===== src/rtl/cpu_defs.sv =====
// cpu_defs: shared divider state encodings and iteration count
package cpu_defs;
  localparam int DIV_CYCLES = 32;
  typedef enum logic [1:0] {IDLE = 2'd0, DIVZERO = 2'd1, DIVON = 2'd2, DONE = 2'd3} div_state_t;
endpackage


===== src/rtl/div_radix2.sv =====
// div_radix2: radix-2 restoring DIV/DIVU (in: clk rst a b start signed_div annul; out: stall ready result={rem,quo})
module div_radix2
  import cpu_defs::*;
(
  input  logic        clk,
  input  logic        rst,
  input  logic [31:0] a,
  input  logic [31:0] b,
  input  logic        start,
  input  logic        signed_div,
  input  logic        annul,
  output logic        stall,
  output logic        ready,
  output logic [63:0] result
);
  div_state_t  state, state_nxt;
  logic [5:0]  cnt;
  logic [64:0] pr, pr_nxt;
  logic [31:0] dvs, abs_a, abs_b, quo, rem;
  logic [33:0] diff;
  logic        sgn_div, sgn_a, sgn_b, last;
  assign abs_a = signed_div && a[31] ? -a : a;
  assign abs_b = signed_div && b[31] ? -b : b;
  assign last  = cnt == 6'(DIV_CYCLES - 1);
  assign diff  = pr[64:31] - {2'b0, dvs};
  assign pr_nxt = diff[33] ? {pr[63:0], 1'b0} : {diff[32:0], pr[30:0], 1'b1};
  assign quo   = sgn_div && (sgn_a ^ sgn_b) ? -pr_nxt[31:0] : pr_nxt[31:0];
  assign rem   = sgn_div && sgn_a ? -pr_nxt[63:32] : pr_nxt[63:32];
  always_comb begin
    state_nxt = annul ? IDLE :
                state == IDLE    ? (start ? (b == 32'd0 ? DIVZERO : DIVON) : IDLE) :
                state == DIVZERO ? DONE :
                state == DIVON   ? (last ? DONE : DIVON) : IDLE;
    stall = ~annul & ((state == IDLE & start) | state == DIVZERO | state == DIVON);
    ready = ~annul & state == DONE;
  end
  always_ff @(posedge clk) begin
    if (rst) begin
      state   <= IDLE;
      cnt     <= '0;
      pr      <= '0;
      dvs     <= '0;
      sgn_div <= 1'b0;
      sgn_a   <= 1'b0;
      sgn_b   <= 1'b0;
      result  <= '0;
    end else begin
      state <= state_nxt;
      if (state == IDLE && state_nxt == DIVON) begin
        cnt     <= '0;
        pr      <= {33'd0, abs_a};
        dvs     <= abs_b;
        sgn_div <= signed_div;
        sgn_a   <= a[31];
        sgn_b   <= b[31];
      end
      if (state == DIVON && !annul) begin
        pr  <= pr_nxt;
        cnt <= last ? 6'd0 : cnt + 6'd1;
      end
      if (state_nxt == DONE) result <= state == DIVZERO ? 64'd0 : {rem, quo};
    end
  end
endmodule


===== config.mk =====
export PLATFORM = sky130hd
export DESIGN_NAME = div_radix2
export DESIGN_NICKNAME = d
export VERILOG_FILES = /design/src/rtl/cpu_defs.sv /design/src/rtl/div_radix2.sv
export SDC_FILE = /design/constraint.sdc
export NUM_CORES = 1
export LEC_CHECK = 0
export CAP_MARGIN = 20
export CORE_UTILIZATION = 60
export DETAILED_ROUTE_END_ITERATION = 6
export PLACE_DENSITY = 0.92
export SLEW_MARGIN = 30
export SYNTH_ARGS = -nofsm -noshare
export SYNTH_HDL_FRONTEND = slang
export SYNTH_SLANG_ARGS = --single-unit

===== constraint.sdc =====
create_clock -name clk -period 10.85 [get_ports clk]
set_input_delay 1.6275 -clock clk [delete_from_list [all_inputs] [get_ports clk]]
set_output_delay 1.6275 -clock clk [all_outputs]
set_load 0.03 [all_outputs]

==> summary.txt <==
CTS
  – Clock Pin Slew Worst Setup and Hold Paths: approximately 0.070 ns
  – Htree depth: 4
  – Post-CTS setup buffers: 0
  – Clk Latency, worst-skew pair: approximately 0.44 ns
  – Clock sink total: between 150 and 200
  – CTS buffer count: 17
  – Clock Path Buffers: 2
  – CTS resizes: 0
  – Hold buffers post-CTS: 0
  – CTS tree: built
  – Clock root buffer: clkbuf_16

Logic synthesis
  – Sequential element share of the synthesized area: 0.298
  – Area leader, netlist: dfxtp_1
  – Fraction of registers with async set/reset: 0
  – Syn Area/Cell: between 7 and 8 um2
  – Synth Warn #: 0
  – Syn Std Cell Area: about 0.012 mm2
  – Top FF cell, synth: dfxtp_1
  – Count of state elements after synthesis: between 150 and 200
  – Synth Net Count: around 1700
  – Cells after Synth: between 1500 and 2000
  – Top cell type's share of synthesized area: 0.298
  – Cell variety after synth: 76
  – Largest cells by area after synthesis: dfxtp_1 30%, nor2_1 7.0%, xnor2_1 5.8%
  – EDFF count, synth: 0

STA
  – Setup TNS: 0 ns
  – Clock skew: about 0.014 ns
  – Least-Margin Pin Slew: roughly 1 ns
  – F_max: roughly 180 MHz
  – Slew Viols, Final: 0
  – Final worst path period share: 0.500
  – Relative slew slack: 0.299
  – Hold Vio Cnt, Final: 0
  – Minimum clock period: 5.43 ns
  – Unrepaired setup endpoints after global routing: false
  – Final setup fails: 0

Placed design
  – Post-DP HPWL: 23.9 mm
  – Routability cong.: roughly 0.98
  – # port buffers: around 130

Critical path
  – Reg2Reg Depth: 17
  – Required @ worst endpoint: around 11 ns
  – Critical path type: in -> reg
  – CP endpoint kind: flip-flop
  – Crit path launch type: input pin
  – Worst R2R Start: pr[39]
  – R2r endpoint: result[28]
  – R2r setup slk: approximately 5.5 ns
  – WP data arrival: approximately 5.7 ns
  – CP Max Fanout: 102

Hold path
  – Worst Hold End: result[60]
  – Hold path start: result[60]
  – Min-Delay Path Depth: 2
  – Worst Hold Class: reg -> reg

Global route
  – Initial antenna violation count: 0
  – Tot GR Track Use: 0.331
  – Global route total overflow: 0
  – First-pass GRT wire length: about 53 mm
  – Pin count of the biggest net entering global routing: around 100
  – Vias in the first global route: 10500

Die
  – Chip Height: between 100 and 150 um
  – Cell row count: 50
  – IO Pins: 135
  – Core ar.: ~0.019 mm2
  – Starting Density: 0.616
  – Die X: about 140 um
  – Die footprint: around 0.020 mm2

Power
  – Overall power: roughly 1.6 mW
  – Max rail drop VDD: 120 uV
  – Lkg Pwr: roughly 5.0 nW
  – Pwr dens: between 100 and 150 mW/mm2

Routing
  – Via count: around 12000
  – Vias per cell: 6.32
  – Post-DRT Antenna Nets: 0
  – DRT Wirelength: approximately 33 mm
  – Initial detailed-routing violation count: between 1000 and 1500
  – DRT Pass-1 Iters: 7
  – DRC errors left: 1
  – Average wire per standard cell: about 18 um

Finish
  – Most common cell after layout, fill and taps aside: nor2_1
  – Nets: around 1700
  – Most frequent cells in the layout: 216 x nor2_1, 172 x dfxtp_1, 168 x nand2_1
  – Synthesis-to-finish area growth: 16.8%
  – Share of cells above drive strength 1: 0.0432
  – Ant. Diodes: 0

Outcome
  – Outcome: complete, but fails checks
  – Failing checks: DRC

Run
  – Max Cap Viol: 0
registers in the layout, indices dropped and copies added (netlist names):
signal and flops:
pr 65, sgn_div 1, dvs 32, cnt 6, state 2, sgn_b 1, sgn_a 1, result 64
final cells by class:
| class | count | area, um2 |
|---|---|---|
| tap | 234 | 293 |
| multi-input combinational | 1212 | 7510 |
| timing repair buffer | 142 | 1430 |
| inverter | 62 | 233 |
| clock inverter | 15 | 181 |
| sequential | 172 | 3440 |
| fill | 1512 | 5260 |
| clock buffer | 17 | 425 |
layer usage:
layer | share of wire | vias up | GRT usage | wire, um
met5 | 0 | - | 0 | 0
met4 | 0.024 | 0 | 0.109 | 774
met3 | 0.091 | 66 | 0.0499 | 3010
met2 | 0.44 | 610 | 0.522 | 14500
met1 | 0.44 | 5420 | 0.461 | 14600
li1 | - | 5624 | - | -
how the worst max path moves through the flow:
stage	startpoint	to	slack (ns)	cells after the start
finish	b[0]	pr[26]	5.42	14
global route	b[1]	pr[26]	5.11	14
CTS	b[0]	pr[26]	5.29	14
detailed placement	b[0]	pr[26]	4.87	14
global placement	b[0]	pr[26]	5.07	14
floorplan	b[0]	dvs[10]	6.52	12
critical path, stage by stage:
cell and delay, ns:
clkdlybuf4s50_1 0.43, inv_1 0.10, ha_1 0.17, nand2_1 0.07, nor3_1 0.37, nand2_1 0.25, or4_1 0.63, nor3_1 0.34
nor3b_1 0.43, or3_2 0.21, buf_6 0.57, nor2_1 0.14, a211oi_1 0.26, a211oi_1 0.08
Yosys cell counts, types with 3 or more instances:
library cell and number:
nor2_1 217, dfxtp_1 172, nand2_1 168, a21oi_1 120, xnor2_1 76, clkbuf_1 71
o21ai_0 71, xor2_1 64, inv_1 61, ha_1 41, nor3_1 41, a31oi_1 40
a211oi_1 35, a22oi_1 31, o211ai_1 30, mux2i_1 25, buf_2 22, o21ai_1 22
nand3_1 21, or3_1 17, nor4_1 15, o31ai_1 13, o41ai_1 13, nand2b_1 12
a21o_1 10, a311oi_1 10, and2_1 10, nand4_1 10, o21a_1 9, or4_1 9
and3_1 7, nor2b_1 6, o21bai_1 5, nor3b_1 4, a2111oi_0 3, a31o_2 3
buf_1 3, nand3b_1 3, o211a_1 3, o31a_1 3, o41ai_2 3
stage by stage:
| stage | setup WS (ns) | hold slack, ns | std cells | utilization | area [um2] |
|---|---|---|---|---|---|
| finish | 5.42 | 0.449 | 1854 | 0.720 | 13500 |
| global route | 5.11 | 0.462 | 1854 | 0.720 | 13500 |
| CTS | 5.29 | 0.451 | 1854 | 0.719 | 13500 |
| detailed placement | 4.87 | 0.442 | 1822 | 0.687 | 12900 |
| global placement | 5.07 | 0.437 | 1821 | 0.685 | 12900 |
| floorplan | 6.52 | 0.432 | 1545 | - | 11600 |
cell families after synthesis:
logic type      after synthesis  share of synthesized area
buf+inv                     161                     0.0561
compound gates              451                      0.256
xor+xnor                    140                      0.106
simple gates                553                      0.215
flops                       172                      0.298
fa+ha+maj                    42                     0.0461
mux                          26                     0.0226
power by group:
group	internal (mW)	leakage, nW	total, mW	switching [mW]
clock network	0.330	0.292	0.629	0.299
logic	0.115	3.28	0.296	0.181
registers	0.649	1.40	0.669	0.0198
No activity file was read; power rests on OpenSTA's default activity.
